[src/rtl/mix_columns_iter_if.sv]
// Handshake bundle for the iterative MixColumns stage: upstream block input,
// downstream result output and the busy flag.
interface mix_columns_iter_if;
  logic         in_valid;
  logic         in_ready;
  logic [131:0] data_in;
  logic         bypass;
  logic         out_valid;
  logic         out_ready;
  logic [131:0] data_out;
  logic         busy;

  // Upstream producer plus downstream consumer side.
  modport master (
    output in_valid, data_in, bypass, out_ready,
    input  in_ready, out_valid, data_out, busy
  );

  // The MixColumns block itself.
  modport slave (
    input  in_valid, data_in, bypass, out_ready,
    output in_ready, out_valid, data_out, busy
  );
endinterface

[src/rtl/mix_columns_iter.sv]
// Iterative AES MixColumns: one column per clock, four cycles per block.
// The 4-bit header passes through; bypass skips the transform (final round).
module mix_columns_iter (
  input  logic           clk,
  input  logic           n_rst,
  mix_columns_iter_if.slave bus
);

  typedef enum logic [1:0] {IDLE, CALC, DONE} state_t;

  state_t       state, state_nxt;
  logic [1:0]   col_cnt;
  logic [131:0] blk;
  logic         accept;

  // GF(2^8) doubling with the AES reduction polynomial.
  function automatic logic [7:0] xtime(input logic [7:0] x);
    return {x[6:0], 1'b0} ^ (x[7] ? 8'h1b : 8'h00);
  endfunction

  function automatic logic [31:0] mix_col(input logic [31:0] col);
    logic [7:0] s0, s1, s2, s3;
    logic [7:0] d0, d1, d2, d3;
    s0 = col[7:0];
    s1 = col[15:8];
    s2 = col[23:16];
    s3 = col[31:24];
    d0 = xtime(s0);
    d1 = xtime(s1);
    d2 = xtime(s2);
    d3 = xtime(s3);
    return {d0 ^ s0 ^ s1 ^ s2 ^ d3,
            s0 ^ s1 ^ d2 ^ d3 ^ s3,
            s0 ^ d1 ^ d2 ^ s2 ^ s3,
            d0 ^ d1 ^ s1 ^ s2 ^ s3};
  endfunction

  assign accept        = bus.in_valid && (state == IDLE);
  assign bus.in_ready  = (state == IDLE);
  assign bus.out_valid = (state == DONE);
  assign bus.busy      = (state != IDLE);
  assign bus.data_out  = blk;

  // NOTE: every variable gets a default before the case so no path leaves it unassigned and no latch is inferred.
  always_comb begin
    state_nxt = state;
    case (state)
      IDLE:    if (accept) state_nxt = bus.bypass ? DONE : CALC;
      CALC:    if (col_cnt == 2'd3) state_nxt = DONE;
      DONE:    if (bus.out_ready) state_nxt = IDLE;
      default: state_nxt = IDLE;
    endcase
  end

  // NOTE: state is updated with non-blocking assignments so all registers sample pre-edge values together.
  always_ff @(posedge clk or negedge n_rst) begin
    if (!n_rst) begin
      state   <= IDLE;
      col_cnt <= 2'd0;
      blk     <= '0;
    end else begin
      state <= state_nxt;
      case (state)
        IDLE: begin
          if (accept) begin
            blk     <= bus.data_in;
            col_cnt <= 2'd0;
          end
        end
        CALC: begin
          // Column transform in place; the counter wraps to 0 after column 3.
          blk[{col_cnt, 5'b0} +: 32] <= mix_col(blk[{col_cnt, 5'b0} +: 32]);
          col_cnt                    <= col_cnt + 2'd1;
        end
        default: ;
      endcase
    end
  end

endmodule
[src/flat_wrapper.sv]
// flat-port wrapper written by rule: the top's interface ports become plain ports
module mix_columns_iter_flat 
  (clk, n_rst, bus_in_valid, bus_data_in, bus_bypass, bus_out_ready, bus_in_ready, bus_out_valid, bus_data_out, bus_busy);
  mix_columns_iter_if bus_i ();
  input  logic clk;
  input  logic n_rst;
  input wire logic [$bits(bus_i.in_valid)-1:0] bus_in_valid;
  input wire logic [$bits(bus_i.data_in)-1:0] bus_data_in;
  input wire logic [$bits(bus_i.bypass)-1:0] bus_bypass;
  input wire logic [$bits(bus_i.out_ready)-1:0] bus_out_ready;
  output wire logic [$bits(bus_i.in_ready)-1:0] bus_in_ready;
  output wire logic [$bits(bus_i.out_valid)-1:0] bus_out_valid;
  output wire logic [$bits(bus_i.data_out)-1:0] bus_data_out;
  output wire logic [$bits(bus_i.busy)-1:0] bus_busy;
  assign bus_i.in_valid = bus_in_valid;
  assign bus_i.data_in = bus_data_in;
  assign bus_i.bypass = bus_bypass;
  assign bus_i.out_ready = bus_out_ready;
  assign bus_in_ready = bus_i.in_ready;
  assign bus_out_valid = bus_i.out_valid;
  assign bus_data_out = bus_i.data_out;
  assign bus_busy = bus_i.busy;
  mix_columns_iter u_core (.clk(clk), .n_rst(n_rst), .bus(bus_i));
endmodule
[config.mk]
export PLATFORM = sky130hd
export DESIGN_NAME = mix_columns_iter_flat
export DESIGN_NICKNAME = d
export VERILOG_FILES = /design/src/rtl/mix_columns_iter_if.sv /design/src/rtl/mix_columns_iter.sv /design/src/flat_wrapper.sv
export SDC_FILE = /design/constraint.sdc
export NUM_CORES = 1
export LEC_CHECK = 0
export CORE_MARGIN = 4
export CORE_UTILIZATION = 51
export DETAILED_ROUTE_END_ITERATION = 12
export PLACE_DENSITY = 0.89
export SYNTH_ARGS = -nofsm -noshare
export SYNTH_HDL_FRONTEND = slang
export SYNTH_SLANG_ARGS = --single-unit
[constraint.sdc]
create_clock -name clk -period 5.2 [get_ports clk]
set_input_delay 1.04 -clock clk [delete_from_list [all_inputs] [get_ports clk]]
set_output_delay 1.04 -clock clk [all_outputs]
set_load 0.02 [all_outputs]
After elaboration in Yosys (flattened, before gate mapping)
Index checks and enable logic that the tools add are counted.

storage, ports and cells
  bits in registers = 136
  bits of input ports = 137
  output and inout bits = 135
  word-level logic and storage cells = 54

cells by class
  add/sub/neg operators = 2
  eq/ne operators = 6
  shifts and indexed selects = 3
  multiplexer cells = 14
  bitwise logic cells = 20
  reduce and logical (&&, ||, !) cells = 6

operator list
  cell                                                    number
  one-hot mux 132 bit (2 select lines)                    1
  XOR 8 bit                                               20
  bitwise mux 132 bit                                     1
  2-to-1 mux 132 bit                                      1
  variable shift 32 x 9 -> 132 bit, first input constant  1
  indexed part select 132 x 8 -> 32 bit                   1
  indexed part select 32 x 9 -> 132 bit                   1
  2-to-1 mux 5 bit                                        4
  2-to-1 mux 2 bit                                        5
  negator 7 -> 9 bit                                      1
  one-hot mux 2 bit (3 select lines)                      1
  equality test 2 bit, second input constant              2
  != test 2 x 1 -> 1 bit, second input constant           2
  one-hot mux 2 bit (2 select lines)                      1
  nonzero test 2 bit                                      2
  AND reduction 3 bit                                     1
  adder 2 x 1 -> 2 bit, second input constant             1
  equality test 2 x 1 -> 1 bit, second input constant     1
  logical NOT 2 bit                                       1
  != test 2 bit, second input constant                    1
  AND reduction 2 bit                                     1
  logical AND 1 bit                                       1

Logic depth before layout (Yosys ltp)
  depth in word-level cells = 10
  gate-level depth with buffers = 11
  depth with buffers taken out = 6

Worst setup path before layout
No wires, ideal clock.

  path kind = reg2out
  start = register u_core.state[0]
  end = output bus_in_ready
  data arrival time = 1.457 ns
  required time = 4.160 ns
  path slack = 2.703 ns
  stages on the path, launching flop included = 6
  buffers on the path = 3
  cell sequence = dfrtp_1 > clkbuf_1 > clkbuf_1 > clkbuf_1 > or2_2 > inv_1

between the ends
  longest elaborated chain between the ends = 1

RTL lines
  what                    line                    source
  start, declared         mix_columns_iter.sv:11  state_t state, state_nxt;
  start signal, assigned  mix_columns_iter.sv:62  state <= state_nxt;
  logical NOT 2 bit       mix_columns_iter.sv:39  assign bus.in_ready = (state == IDLE);
  end, declared           flat_wrapper.sv:11      output wire logic [$bits(bus_i.in_ready)-1:0] bus_in_ready;

Every way passes these cells.

Worst setup path in the final report
  start = input bus_in_valid
  end = register u_core.blk[117], in the netlist u_core.bus.data_out[117]

between the ends
  longest elaborated chain between the ends = 3

RTL lines
  what                              line                    source
  start, declared                   flat_wrapper.sv:7       input wire logic [$bits(bus_i.in_valid)-1:0] bus_in_valid;
  logical AND 1 bit                 mix_columns_iter.sv:38  assign accept = bus.in_valid && (state == IDLE);
  != test 2 x 1 -> 1 bit (no line)  -
  AND reduction 2 bit (no line)     -
  end signal, assigned              mix_columns_iter.sv:66  blk <= bus.data_in;
  end signal, assigned by index     mix_columns_iter.sv:72  blk[{col_cnt, 5'b0} +: 32] <= mix_col(blk[{col_cnt, 5'b0} +: 32]);
  end, declared                     mix_columns_iter.sv:13  logic [131:0] blk;

Every way passes these cells.
A chain may end at the register's enable or synchronous reset.

==> impl_metrics.env <==
export IMPL_antenna_cells=0
export IMPL_critPathKind="in2reg"
export IMPL_finClkSkew_ns=0.0174
export IMPL_synth_edff_count=0
export IMPL_cts_tree="yes"
export IMPL_layout_min_cycle_time_ns=3.50
export IMPL_numCtsBuffers=17
export IMPL_synthCells=750
export IMPL_synth_most_common_cell="nand2_1"
export IMPL_layout_cells_non_filler=1212
export IMPL_finalCritPeriodShare_pct=67.4
export IMPL_drcViolationCount=0
export IMPL_viasPerCell=6.45
export IMPL_die_area_um2=18600
export IMPL_synth_distinct_cells=40
export IMPL_cts_setup_buffers=0
export IMPL_tightest_slew_ns=1.28
export IMPL_dp_cells=1180
export IMPL_synthTopCellsByCount="nand2_1 (200), dfrtp_1 (136), o221ai_1 (97)"
export IMPL_dp_hpwl_mm=20.9
export IMPL_critPathCaptureType="register"
export IMPL_synthArstFlopShare_pct=100
export IMPL_cp_required_ns=5.42
export IMPL_seq_area_frac_synth_pct=40.5
export IMPL_endpoint="u_core.bus.data_out[117]"
export IMPL_ff2ff_setup_slack_ns=1.80
export IMPL_hold_class="reg2reg"
export IMPL_hold_buffers=0
export IMPL_port_buffers=271
export IMPL_cp_startpoint="bus_in_valid"
export IMPL_path_max_fanout=63
export IMPL_rows=46
export IMPL_vias=7821
export IMPL_cts_sinks=136
export IMPL_timing_slew_headroom_pct=14.5
export IMPL_ios=272
export IMPL_yosys_most_used_dff="dfrtp_1"
export IMPL_ant_nets=0
export IMPL_post_place_ws_ns=1.39
export IMPL_clk_path_buf_depth=2
export IMPL_r2r_end="u_core.bus.data_out[71]"
export IMPL_hold_viol_final=0
export IMPL_syn_num_nets=891
export IMPL_grt_pass1_wl_mm=46.5
export IMPL_outcome="completed"
export IMPL_core_area_um2=16000
export IMPL_avgSynthCellArea_um2=11.2
export IMPL_area_growth_pct=38.7
export IMPL_path_clk_slew_ns=0.06
export IMPL_gp_congestion=0.932
export IMPL_overflow=0
export IMPL_fmax_mhz=286
export IMPL_root_buffer="clkbuf_16"
export IMPL_htree_levels=4
export IMPL_antenna_found_initial=0
export IMPL_rsz0062_at_grt="false"
export IMPL_synth_area_leaders="dfrtp_1 (41%), o221ai_1 (10%), xnor3_1 (9.1%)"
export IMPL_start_kind="primary input"
export IMPL_synth_top_area_share_pct=40.5
export IMPL_setup_ws_ns=1.70
export IMPL_routed_wl_mm=30.2
export IMPL_grt_start_max_net_pins=111
export IMPL_ys_ff_latch=136
export IMPL_track_usage_pct=33.2
export IMPL_initial_core_util_pct=52.5
export IMPL_netlist_area_um2=8400
export IMPL_setup_violations_final=0
export IMPL_arrival_ns=3.73
export IMPL_rr_worst_depth=5
export IMPL_dr_first_iter_drc_count=721
export IMPL_grt_pass1_vias=7969
export IMPL_cts_resized=0
export IMPL_finalMaxSlewViolations=0
export IMPL_ys_warn_count=0
export IMPL_fp_dieH_um=136
export IMPL_cap_viol_max_count=0
export IMPL_drive_above_1_share_pct=7.93
export IMPL_wl_per_cell_um=25.0
export IMPL_fp_dieW_um=136
export IMPL_setup_tns_final_ns=0
export IMPL_holdWs_ns=0.490
export IMPL_nNetsFinal=1124
export IMPL_clock_latency_ns=0.44
export IMPL_synth_largest_area_cell="dfrtp_1"
export IMPL_dr_pass1_iters=5
export IMPL_worstReg2RegStart="u_core.col_cnt[0]"
==> area by class of cell <==
class                      instances  area, um2
multi-input combinational        542       4550
fill                            1141       4350
sequential                       136       3400
timing repair buffer             282       2800
clock buffer                      21        470
tap                              216        270
clock inverter                    11        145
inverter                           4       15.0
==> through the flow <==
step | utilization (%) | instance area, um2
3_5_place_dp | 69.0 | 11000
2_1_floorplan | - | 8400
3_3_place_gp | 69.0 | 11000
5_1_grt | 72.8 | 11600
6_report | 72.8 | 11600
4_1_cts | 72.8 | 11600
==> worst min path at each step <==
stage | startpoint | depth (start not counted) | end
after floorplan | u_core.bus.data_out[128] | 2 | u_core.bus.data_out[128]
after global placement | u_core.bus.data_out[129] | 2 | u_core.bus.data_out[129]
after detailed placement | u_core.bus.data_out[129] | 2 | u_core.bus.data_out[129]
after CTS | u_core.bus.data_out[129] | 2 | u_core.bus.data_out[129]
after global routing | u_core.bus.data_out[128] | 2 | u_core.bus.data_out[128]
final | u_core.bus.data_out[129] | 2 | u_core.bus.data_out[129]
==> layout by cell type, fill, tap and decap left out, types with 2 or more instances in the layout <==
cell | synthesis | final
a21o_2 | 1 | 4
a21oi_1 | 37 | 36
buf_4 | 0 | 11
bufinv_16 | 0 | 3
clkbuf_16 | 0 | 17
clkbuf_8 | 15 | 3
clkdlybuf4s50_1 | 0 | 270
clkinv_2 | 0 | 3
clkinvlp_4 | 0 | 3
dfrtp_1 | 136 | 135
ha_1 | 4 | 4
inv_1 | 4 | 4
mux4_1 | 11 | 11
mux4_2 | 13 | 13
mux4_4 | 8 | 8
nand2_1 | 200 | 200
nand3_1 | 3 | 3
nor2_1 | 17 | 17
nor2b_1 | 3 | 3
nor4b_1 | 23 | 23
o21ai_0 | 25 | 25
o221ai_1 | 97 | 97
o22ai_1 | 12 | 12
xnor2_1 | 15 | 15
xnor2_2 | 2 | 2
xnor2_4 | 2 | 2
xnor3_1 | 34 | 34
xor2_1 | 13 | 13
xor3_1 | 7 | 7
==> kinds of logic after synthesis <==
logic type      after synthesis  synth area share [%]
fa+ha+maj                     4                 0.596
xor+xnor                     75                  15.5
buf+inv                      72                  5.54
simple gates                252                  13.0
flops                       136                  40.5
compound gates              178                  15.4
mux                          33                  9.44
==> layer usage <==
| layer | part of all wire, % | up-vias | GRT usage, % |
|---|---|---|---|
| met3 | 11 | 88 | 7.03 |
| met4 | 3.3 | 0 | 13.0 |
| met2 | 49 | 621 | 54.3 |
| li1 | - | 3271 | - |
| met1 | 37 | 3841 | 43.5 |
| met5 | 0 | - | 0 |
==> worst max-delay path, cell delays in order <==
cell and delay (ns):
clkdlybuf4s50_1 0.44, nand2b_1 0.47, buf_4 0.36, a21o_2 1.03, o221ai_1 0.34
==> sequential cells by signal, indices dropped and copies added, names as in the netlist <==
name and flops:
u_core.state 2, u_core.bus.data_out 132, u_core.col_cnt 2
Power is not shown: default switching activity piles up to over one toggle a cycle in this logic, so the estimate is an artifact.
